<file path="src/rtl/exe_muldiv_pkg.sv">
// ---------------------------------------------------------------------------
// exe_muldiv_pkg
//   Shared definitions for the RV-M multiply/divide unit:
//     - MULDIV_OP_* : funct3 encodings carried on I_op
//     - muldiv_state_e : FSM state encoding (also exported for debug)
//     - small decode helpers used by the top-level FSM/datapath
//   No ports (package).
// ---------------------------------------------------------------------------
package exe_muldiv_pkg;

    localparam logic [2:0] MULDIV_OP_MUL    = 3'b000;
    localparam logic [2:0] MULDIV_OP_MULH   = 3'b001;
    localparam logic [2:0] MULDIV_OP_MULHSU = 3'b010;
    localparam logic [2:0] MULDIV_OP_MULHU  = 3'b011;
    localparam logic [2:0] MULDIV_OP_DIV    = 3'b100;
    localparam logic [2:0] MULDIV_OP_DIVU   = 3'b101;
    localparam logic [2:0] MULDIV_OP_REM    = 3'b110;
    localparam logic [2:0] MULDIV_OP_REMU   = 3'b111;

    typedef enum logic [1:0] {
        ST_IDLE = 2'd0,
        ST_MUL  = 2'd1,
        ST_DIV  = 2'd2,
        ST_DONE = 2'd3
    } muldiv_state_e;

    // Bit 2 of funct3 separates the divide group from the multiply group.
    function automatic logic op_is_div(input logic [2:0] op);
        return op[2];
    endfunction

    // REM / REMU return the remainder rather than the quotient.
    function automatic logic op_is_rem(input logic [2:0] op);
        return op[2] & op[1];
    endfunction

    // MULH, MULHSU, MULHU return the upper half of the product.
    function automatic logic op_high_half(input logic [2:0] op);
        return (op[1:0] != 2'b00);
    endfunction

    // rs1 is signed for MUL, MULH, MULHSU, DIV, REM.
    function automatic logic op_signed_a(input logic [2:0] op);
        if (op[2]) return ~op[0];
        return (op[1:0] != 2'b11);
    endfunction

    // rs2 is signed for MUL, MULH, DIV, REM.
    function automatic logic op_signed_b(input logic [2:0] op);
        if (op[2]) return ~op[0];
        return ~op[1];
    endfunction

endpackage

</file>
<file path="src/rtl/exe_muldiv_if.sv">
// ---------------------------------------------------------------------------
// exe_muldiv_if
//   Request/response bundle of the multiply/divide unit.
//   Signals:
//     I_valid, I_op[2:0], I_srca, I_srcb : request from the issuing stage
//     O_ready                            : unit idle, request can be taken
//     I_annul                            : flush, abandons any operation
//     O_valid, O_result                  : finished result
//     I_ack                              : consumer takes the result
//     dbg_state                          : current FSM state (observation only)
//
//   Handshake: a request transfers on a rising edge where
//   I_valid && O_ready && !I_annul; the operands are captured on that edge.
//   A result transfers on a rising edge where O_valid && I_ack; O_valid and
//   O_result stay stable until then. I_ack is ignored while O_valid is low.
//   I_annul wins over both handshakes and drops the unit back to idle.
//
//   master : issuing stage side        slave : the unit (exe_muldiv)
// ---------------------------------------------------------------------------
interface exe_muldiv_if #(
    parameter int XLEN = 32
);
    import exe_muldiv_pkg::*;

    logic            I_valid;
    logic            O_ready;
    logic [2:0]      I_op;
    logic [XLEN-1:0] I_srca;
    logic [XLEN-1:0] I_srcb;
    logic            I_annul;
    logic            O_valid;
    logic            I_ack;
    logic [XLEN-1:0] O_result;
    muldiv_state_e   dbg_state;

    modport master (
        output I_valid, I_op, I_srca, I_srcb, I_annul, I_ack,
        input  O_ready, O_valid, O_result, dbg_state
    );

    modport slave (
        input  I_valid, I_op, I_srca, I_srcb, I_annul, I_ack,
        output O_ready, O_valid, O_result, dbg_state
    );

endinterface

</file>
<file path="src/rtl/exe_muldiv_div_core.sv">
// ---------------------------------------------------------------------------
// muldiv_div_core
//   Unsigned restoring divider, one quotient bit per cycle, XLEN cycles.
//   Ports:
//     clk, rst            : clock, synchronous active-low reset
//     start               : load dividend/divisor and begin (one-cycle pulse)
//     abort               : drop the division in progress
//     dividend, divisor   : unsigned magnitudes (divisor must be non-zero)
//     done                : high during the last iteration cycle
//     quotient, remainder : final values, valid while done is high
//   The outputs are the combinational result of the current iteration, so
//   on the done cycle they already hold the completed quotient/remainder.
// ---------------------------------------------------------------------------
module muldiv_div_core #(
    parameter int XLEN = 32
) (
    input  logic            clk,
    input  logic            rst,
    input  logic            start,
    input  logic            abort,
    input  logic [XLEN-1:0] dividend,
    input  logic [XLEN-1:0] divisor,
    output logic            done,
    output logic [XLEN-1:0] quotient,
    output logic [XLEN-1:0] remainder
);

    localparam int CW = $clog2(XLEN);

    logic [XLEN-1:0] quo_q;   // dividend bits shift out of the top, quotient bits in at the bottom
    logic [XLEN-1:0] rem_q;
    logic [XLEN-1:0] dsr_q;
    logic [CW-1:0]   cnt_q;
    logic            busy_q;

    logic [XLEN:0]   trial;
    logic [XLEN:0]   diff;
    logic [XLEN-1:0] quo_n;
    logic [XLEN-1:0] rem_n;

    // Since rem_q < divisor, trial < 2*divisor; if trial does not fit in
    // XLEN bits the subtraction always succeeds, so the restored value
    // never loses its top bit.
    always_comb begin
        trial = {rem_q, quo_q[XLEN-1]};
        diff  = trial - {1'b0, dsr_q};
        if (diff[XLEN]) begin
            rem_n = trial[XLEN-1:0];
            quo_n = {quo_q[XLEN-2:0], 1'b0};
        end else begin
            rem_n = diff[XLEN-1:0];
            quo_n = {quo_q[XLEN-2:0], 1'b1};
        end
    end

    always_ff @(posedge clk) begin
        if (!rst) begin
            quo_q  <= '0;
            rem_q  <= '0;
            dsr_q  <= '0;
            cnt_q  <= '0;
            busy_q <= 1'b0;
        end else if (abort) begin
            busy_q <= 1'b0;
        end else if (start) begin
            quo_q  <= dividend;
            rem_q  <= '0;
            dsr_q  <= divisor;
            cnt_q  <= '0;
            busy_q <= 1'b1;
        end else if (busy_q) begin
            quo_q <= quo_n;
            rem_q <= rem_n;
            cnt_q <= cnt_q + CW'(1);
            if (cnt_q == CW'(XLEN - 1)) begin
                busy_q <= 1'b0;
            end
        end
    end

    assign done      = busy_q && (cnt_q == CW'(XLEN - 1));
    assign quotient  = quo_n;
    assign remainder = rem_n;

endmodule

</file>
<file path="src/rtl/exe_muldiv.sv">
// ---------------------------------------------------------------------------
// exe_muldiv
//   RV-M multiply/divide execution unit.
//   Ports:
//     clk  : clock, all state on the rising edge
//     rst  : synchronous active-low reset
//     bus  : exe_muldiv_if.slave (request, annul, result, ack, dbg_state)
//   Parameter XLEN : operand/result width (even, >= 8).
//
//   Multiplies run an XLEN-step shift-add on operand magnitudes; divides use
//   muldiv_div_core on magnitudes. Signs are restored when the result is
//   written on entry to DONE. Divide-by-zero and signed overflow bypass the
//   divider and finish one cycle after acceptance.
//
//   Configuration macro MULDIV_FAST_MUL_EN: when defined, all multiplies are
//   computed in the acceptance cycle with a combinational 2*XLEN product and
//   the MUL state is never entered. Divides are unaffected.
// ---------------------------------------------------------------------------
module exe_muldiv
    import exe_muldiv_pkg::*;
#(
    parameter int XLEN = 32
) (
    input  logic         clk,
    input  logic         rst,
    exe_muldiv_if.slave  bus
);

    localparam int              CW      = $clog2(XLEN);
    localparam logic [XLEN-1:0] MIN_NEG = {1'b1, {(XLEN-1){1'b0}}};

    // ---------------- state and datapath registers ----------------
    muldiv_state_e   state_q, state_d;
    logic [2:0]      op_q;
    logic            neg_prod_q;   // product / quotient must be negated
    logic            neg_rem_q;    // remainder must be negated (dividend sign)
    logic [XLEN-1:0] hi_q;         // upper half of the running product
    logic [XLEN-1:0] lo_q;         // multiplier bits, replaced by product bits
    logic [XLEN-1:0] mcand_q;
    logic [CW-1:0]   mul_cnt_q;
    logic [XLEN-1:0] res_q;

    // ---------------- request decode ----------------
    logic            in_sa, in_sb;
    logic            a_neg, b_neg;
    logic [XLEN-1:0] a_mag, b_mag;
    logic            div_zero, div_ovf;
    logic            req_fast;
    logic [XLEN-1:0] fast_res;
    logic            accept;
`ifdef MULDIV_FAST_MUL_EN
    logic [2*XLEN-1:0] fast_prod;
`endif

    always_comb begin
        in_sa    = op_signed_a(bus.I_op);
        in_sb    = op_signed_b(bus.I_op);
        a_neg    = in_sa & bus.I_srca[XLEN-1];
        b_neg    = in_sb & bus.I_srcb[XLEN-1];
        a_mag    = a_neg ? -bus.I_srca : bus.I_srca;
        b_mag    = b_neg ? -bus.I_srcb : bus.I_srcb;
        div_zero = (bus.I_srcb == '0);
        div_ovf  = in_sa && (bus.I_srca == MIN_NEG) && (bus.I_srcb == '1);
        req_fast = 1'b0;
        fast_res = '0;
`ifdef MULDIV_FAST_MUL_EN
        fast_prod = '0;
`endif
        if (op_is_div(bus.I_op)) begin
            if (div_zero) begin
                req_fast = 1'b1;
                fast_res = op_is_rem(bus.I_op) ? bus.I_srca : '1;
            end else if (div_ovf) begin
                req_fast = 1'b1;
                fast_res = op_is_rem(bus.I_op) ? '0 : bus.I_srca;
            end
        end
`ifdef MULDIV_FAST_MUL_EN
        else begin
            fast_prod = {{XLEN{1'b0}}, a_mag} * {{XLEN{1'b0}}, b_mag};
            if (a_neg ^ b_neg) begin
                fast_prod = -fast_prod;
            end
            req_fast = 1'b1;
            fast_res = op_high_half(bus.I_op) ? fast_prod[2*XLEN-1:XLEN]
                                              : fast_prod[XLEN-1:0];
        end
`endif
    end

    assign accept = bus.I_valid && (state_q == ST_IDLE) && !bus.I_annul;

    // ---------------- iterative multiplier step ----------------
    logic [XLEN:0]     mul_sum;
    logic [XLEN-1:0]   hi_n, lo_n;
    logic [2*XLEN-1:0] prod_n;
    logic [XLEN-1:0]   mul_res;
    logic              mul_last;

    // Each step adds the multiplicand into the upper half when the current
    // multiplier bit is set, then shifts {carry, hi, lo} right by one.
    always_comb begin
        mul_sum  = {1'b0, hi_q} + (lo_q[0] ? {1'b0, mcand_q} : '0);
        hi_n     = mul_sum[XLEN:1];
        lo_n     = {mul_sum[0], lo_q[XLEN-1:1]};
        prod_n   = {hi_n, lo_n};
        if (neg_prod_q) begin
            prod_n = -prod_n;
        end
        mul_res  = op_high_half(op_q) ? prod_n[2*XLEN-1:XLEN] : prod_n[XLEN-1:0];
        mul_last = (state_q == ST_MUL) && (mul_cnt_q == CW'(XLEN - 1));
    end

    // ---------------- divider ----------------
    logic            div_start, div_done;
    logic [XLEN-1:0] div_quo, div_rem, div_res;

    assign div_start = accept && op_is_div(bus.I_op) && !req_fast;

    muldiv_div_core #(.XLEN(XLEN)) u_div_core (
        .clk       (clk),
        .rst       (rst),
        .start     (div_start),
        .abort     (bus.I_annul),
        .dividend  (a_mag),
        .divisor   (b_mag),
        .done      (div_done),
        .quotient  (div_quo),
        .remainder (div_rem)
    );

    assign div_res = op_is_rem(op_q) ? (neg_rem_q  ? -div_rem : div_rem)
                                     : (neg_prod_q ? -div_quo : div_quo);

    // ---------------- FSM ----------------
    always_ff @(posedge clk) begin
        if (!rst) begin
            state_q <= ST_IDLE;
        end else begin
            state_q <= state_d;
        end
    end

    logic o_ready, o_valid;

    always_comb begin
        state_d = state_q;
        o_ready = 1'b0;
        o_valid = 1'b0;
        case (state_q)
            ST_IDLE: begin
                o_ready = 1'b1;
                if (bus.I_valid) begin
                    if (req_fast)                    state_d = ST_DONE;
                    else if (op_is_div(bus.I_op))    state_d = ST_DIV;
                    else                             state_d = ST_MUL;
                end
            end
            ST_MUL: begin
                if (mul_last) state_d = ST_DONE;
            end
            ST_DIV: begin
                if (div_done) state_d = ST_DONE;
            end
            ST_DONE: begin
                o_valid = 1'b1;
                if (bus.I_ack) state_d = ST_IDLE;
            end
            default: state_d = ST_IDLE;
        endcase
        // Annul overrides every transition, including acceptance and ack.
        if (bus.I_annul) begin
            state_d = ST_IDLE;
        end
    end

    // ---------------- datapath registers ----------------
    always_ff @(posedge clk) begin
        if (!rst) begin
            op_q       <= '0;
            neg_prod_q <= 1'b0;
            neg_rem_q  <= 1'b0;
            hi_q       <= '0;
            lo_q       <= '0;
            mcand_q    <= '0;
            mul_cnt_q  <= '0;
            res_q      <= '0;
        end else if (accept) begin
            op_q       <= bus.I_op;
            neg_prod_q <= a_neg ^ b_neg;
            neg_rem_q  <= a_neg;
            hi_q       <= '0;
            lo_q       <= b_mag;
            mcand_q    <= a_mag;
            mul_cnt_q  <= '0;
            // Only meaningful for fast paths; iterative ops overwrite it.
            res_q      <= fast_res;
        end else if (!bus.I_annul) begin
            if (state_q == ST_MUL) begin
                hi_q      <= hi_n;
                lo_q      <= lo_n;
                mul_cnt_q <= mul_cnt_q + CW'(1);
                if (mul_last) begin
                    res_q <= mul_res;
                end
            end
            if (state_q == ST_DIV && div_done) begin
                res_q <= div_res;
            end
        end
    end

    assign bus.O_ready   = o_ready;
    assign bus.O_valid   = o_valid;
    assign bus.O_result  = o_valid ? res_q : '0;
    assign bus.dbg_state = state_q;

endmodule

</file>
<file path="src/flat_wrapper.sv">
// flat-port wrapper written by rule: the top's interface ports become plain ports
module exe_muldiv_flat import exe_muldiv_pkg::*;
#(
    parameter int XLEN = 32
)
  (clk, rst, bus_I_valid, bus_I_op, bus_I_srca, bus_I_srcb, bus_I_annul, bus_I_ack, bus_O_ready, bus_O_valid, bus_O_result, bus_dbg_state);
  exe_muldiv_if #(.XLEN(XLEN)) bus_i ();
  input  logic clk;
  input  logic rst;
  input wire logic [$bits(bus_i.I_valid)-1:0] bus_I_valid;
  input wire logic [$bits(bus_i.I_op)-1:0] bus_I_op;
  input wire logic [$bits(bus_i.I_srca)-1:0] bus_I_srca;
  input wire logic [$bits(bus_i.I_srcb)-1:0] bus_I_srcb;
  input wire logic [$bits(bus_i.I_annul)-1:0] bus_I_annul;
  input wire logic [$bits(bus_i.I_ack)-1:0] bus_I_ack;
  output wire logic [$bits(bus_i.O_ready)-1:0] bus_O_ready;
  output wire logic [$bits(bus_i.O_valid)-1:0] bus_O_valid;
  output wire logic [$bits(bus_i.O_result)-1:0] bus_O_result;
  output wire logic [$bits(bus_i.dbg_state)-1:0] bus_dbg_state;
  assign bus_i.I_valid = bus_I_valid;
  assign bus_i.I_op = bus_I_op;
  assign bus_i.I_srca = bus_I_srca;
  assign bus_i.I_srcb = bus_I_srcb;
  assign bus_i.I_annul = bus_I_annul;
  assign bus_i.I_ack = bus_I_ack;
  assign bus_O_ready = bus_i.O_ready;
  assign bus_O_valid = bus_i.O_valid;
  assign bus_O_result = bus_i.O_result;
  assign bus_dbg_state = bus_i.dbg_state;
  exe_muldiv #(.XLEN(XLEN)) u_core (.clk(clk), .rst(rst), .bus(bus_i));
endmodule
</file>
<file path="config.mk">
export PLATFORM = sky130hd
export DESIGN_NAME = exe_muldiv_flat
export DESIGN_NICKNAME = d
export VERILOG_FILES = /design/src/rtl/exe_muldiv_pkg.sv /design/src/rtl/exe_muldiv_if.sv /design/src/rtl/exe_muldiv_div_core.sv /design/src/rtl/exe_muldiv.sv /design/src/flat_wrapper.sv
export SDC_FILE = /design/constraint.sdc
export NUM_CORES = 1
export LEC_CHECK = 0
export ABC_AREA = 1
export BUFFER_PORTS_ARGS = -buffer_cell sky130_fd_sc_hd__buf_4
export CAP_MARGIN = 10
export CORE_UTILIZATION = 60
export CTS_CLUSTER_DIAMETER = 60
export DETAILED_ROUTE_END_ITERATION = 8
export PLACE_DENSITY = 0.78
export SLEW_MARGIN = 10
export SYNTH_ARGS = -nofsm -noshare
export SYNTH_HDL_FRONTEND = slang
export SYNTH_HIERARCHICAL = 1
export SYNTH_SLANG_ARGS = --single-unit
</file>
<file path="constraint.sdc">
create_clock -name clk -period 5.05 [get_ports clk]
set_input_delay 0.7575 -clock clk [delete_from_list [all_inputs] [get_ports clk]]
set_output_delay 0.7575 -clock clk [all_outputs]
set_load 0.01 [all_outputs]
</file>
==> impl_results.md <==
* Dominant cells by area after synthesis: dfxtp_1, nand2_1, inv_1
* Area of placed instances at 0.0236 sq mm
* Crit. End Element: register
* Status: finished, final reports clean
* Worst r2r dst: u_core/res_q[28]
* Clock net sink count at 242
* Hold Startpoint: u_core/u_div_core/dsr_q[26]
* Drt wl/cell at 17.7 um
* Hpwl dp at 63400 um
* Clk root buf: clkbuf_16
* Min-Delay Path Depth at 2
* Sw frac at 0.388
* Internal at 0.00405 W
* H-tree level count at 1
* Post-Syn Area at 0.0228 sq mm
* Global Route Usage Sum at 0.411
* WS Path Type: register to register
* Crit path max-delay family: simple AND/OR/NAND/NOR gates
* Number of port buffers at 107
* Hold EP: u_core/u_div_core/dsr_q[26]
* Synth Warn # at 6
* Routed vias at 25.8k
* Synth cell types at 55
* Vias in the first global route at 22.9k
* Iteration-0 DRC Markers at 2863
* P&R area growth vs syn at 8.64%
* Fraction of layout cells with a size suffix above 1 at 0.0761
* Net switching power at 0.00257 W
* Area occupied by registers at 0.00485 sq mm
* Startpoint types: register
* Post-route setup TNS at 0 ns
* Synth area leader: dfxtp_1
* FF+latch count, synth at 242
* Cell Rows at 70
* Hold-fix buffers at CTS at 0
* Clock transition at the registers of the reported paths at 0.06 ns
* Syn Inst Count at 4045
* Die area at 0.0387 sq mm
* Cell Pwr Density at 268 mW/mm^2
* Worst-path maximum fanout at 14
* RR Startpoint: u_core/u_div_core/quo_q[31]
* Fin crit period at 4.58 ns
* Total Nets Final at 4193
* Syn Area/Cell at 5.63 sq um
* Max-slew headroom at 0.288
* R2R setup slack at 0.47 ns
* Arrival time at the worst endpoint at 5.07 ns
* Longest Clk Path Bufs at 3
* Period utilization at 0.906
* Final Hold Vio Count at 0
* Sequential share of the synthesized area at 0.213
* Setup-failing EPs final at 0
* Starting Density at 0.616
* Routed Antenna Nets at 0
* GPL Wtd Cong at 1.04
* Final Skew at 0.0158 ns
* Max IR drop VDD at 0.000316 V
* Max Freq at 0.218 GHz
* Slowest cell on the critical path: fa_1
* Worst slew pin tran at 1.07 ns
* Insertion delay of the later-clocked pin in the worst-skew pair at 0.61 ns
* Multi-input logic area at 0.0144 sq mm
* Mapped Nets at 4197
* First-pass GRT wire length at 125000 um
* Hold crit path type: register to register
* Clock group share of total power at 0.359
* First-pass DRT Iterations at 7
* LEAKAGE at 13.0 nW
* Die Height at 197 um
* GRT overflow at 0
* Fillers at 3693
* Final wirelength at 80800 um
* Ys async rst share at 0
* Reg power frac at 0.314
* Initial antenna violation count at 1
* Setup Buffers After CTS at 0
* Number of buffers created by CTS at 31
* Core area at 0.0370 sq mm
* Share of the synthesized area in the top cell type at 0.213
* Setup WS pre-CTS at 0.578 ns
* Critical path buffers and inverters at 4
* Required time of the worst setup path at 5.54 ns
* Number of flops mapped to enable cells by yosys at 0
* CTS tree: yes
* RSZ-0062 raised after global routing: false
* Synth Flop Type: dfxtp_1
* Top cell by count, worst path: nand2_1
* Largest net degree at the start of global routing at 71
* Final worst slack at 0.473 ns
* Fin area at 0.0247 sq mm
* Post-cts resize count at 0
* Ports at 108
* Residual DRC at 0
* Fin. max-slew vios at 0
* Via density at 5.65
* R2R depth at 30
* Die Wd at 197 um
* Max Cap Viol at 0
* Delay of the slowest critical-path stage at 0.40 ns
* Combinational share of power at 0.326
==> synthesized netlist by cell type (7+ instances only) <==
cell / count
a21oi_1: 304
a21o_1: 8
a22o_1: 21
ha_1: 78
inv_1: 708
o211ai_1: 45
nand2_2: 28
xnor2_1: 23
inv_2: 13
buf_4: 35
nand3b_1: 16
nor3_2: 9
and2_1: 31
xor2_1: 59
o21ai_1: 7
nand3_1: 269
nand2_1: 1183
a31oi_1: 38
o31ai_1: 10
a21oi_2: 9
or2_2: 14
nor2_2: 20
clkbuf_1: 117
nor3_1: 60
o21ai_0: 216
nand4_1: 55
nor2_1: 331
nor4_1: 16
o22ai_1: 14
buf_1: 11
dfxtp_1: 242
==> cell families after synthesis <==
kind of cell | synth area share
buffers and inverters | 0.156
adder cells (fa/ha/maj) | 0.0446
AO/OA/AOI/OAI | 0.168
XOR/XNOR | 0.0315
AND/OR/NAND/NOR | 0.387
flip-flops | 0.213
==> worst max-delay path by stage <==
stage                                 from                to  slack, ns  cells past startpoint
2_1_floorplan  u_core/u_div_core/quo_q[31]  u_core/res_q[28]       1.11                     31
3_3_place_gp   u_core/u_div_core/quo_q[31]  u_core/res_q[28]       0.70                     30
3_5_place_dp   u_core/u_div_core/quo_q[31]  u_core/res_q[28]       0.58                     30
4_1_cts        u_core/u_div_core/quo_q[31]  u_core/res_q[28]       0.51                     30
5_1_grt        u_core/u_div_core/quo_q[31]  u_core/res_q[23]       0.04                     33
6_report       u_core/u_div_core/quo_q[31]  u_core/res_q[28]       0.47                     30
==> sequential cells by signal, summed over array words and instances (netlist names) <==
signal                    cells
u_core/neg_prod_q             1
u_core/hi_q                  32
u_core/lo_q                  32
u_core/res_q                 32
u_core/u_div_core/busy_q      1
u_core/u_div_core/cnt_q       5
u_core/u_div_core/quo_q      32
u_core/neg_rem_q              1
u_core/bus.dbg_state          2
u_core/op_q                   3
u_core/u_div_core/dsr_q      32
u_core/mcand_q               32
u_core/u_div_core/rem_q      32
u_core/mul_cnt_q              5
==> power by group through the flow <==
stage / clock network (W) / registers (W) / logic, W
2_1_floorplan: 0 / 0.00208 / 0.00152
3_3_place_gp: 0 / 0.00212 / 0.00205
3_5_place_dp: 0 / 0.00212 / 0.00207
4_1_cts: 0.00240 / 0.00208 / 0.00209
5_1_grt: 0.00247 / 0.00209 / 0.00236
6_report: 0.00238 / 0.00208 / 0.00216
==> metal layers <==
metal  vias up  global-route usage  routed length [um]  part of all wire
li1      12800                   -                   -                 -
met3       213              0.0785                8820              0.11
met4         2               0.179                3700             0.046
met5         -                   0                  67           0.00083
met1     11512               0.559               34000              0.42
met2      1269               0.632               34100              0.42
==> worst min-delay path: stages (launching register included) <==
cell and delay [ns]:
dfxtp_1 0.30, inv_1 0.06, a21oi_1 0.06
==> cell type report <==
class	count	area share
repair buffers	136	0.0418
multi-input cells	2905	0.583
inverters	725	0.110
well taps	504	0.0255
flip-flops and latches	242	0.196
clock inverters	18	0.0100
clock buffers	36	0.0337
diodes	1	0.000101
==> cell usage in the layout, fill, tap and decap left out, drive strengths merged, types with 38 or more instances in the layout <==
cell type / count
inv: 725
o211ai: 45
dfxtp: 242
nor2: 353
o21ai: 224
nand4: 56
a31oi: 38
a21oi: 313
ha: 78
nand2: 1215
nor3: 71
buf: 136
xor2: 59
nand3: 274
==> per-stage QoR <==
stage	instances	total power, W	hold slack, ns	utilization
after floorplan	4045	0.00360	0.426	-
after global placement	4512	0.00417	0.440	0.640
after detailed placement	4512	0.00419	0.444	0.640
after CTS	4566	0.00656	0.455	0.669
after global routing	4566	0.00693	0.473	0.669
final	4567	0.00662	0.459	0.669
No activity file was read; power rests on OpenSTA's default activity.
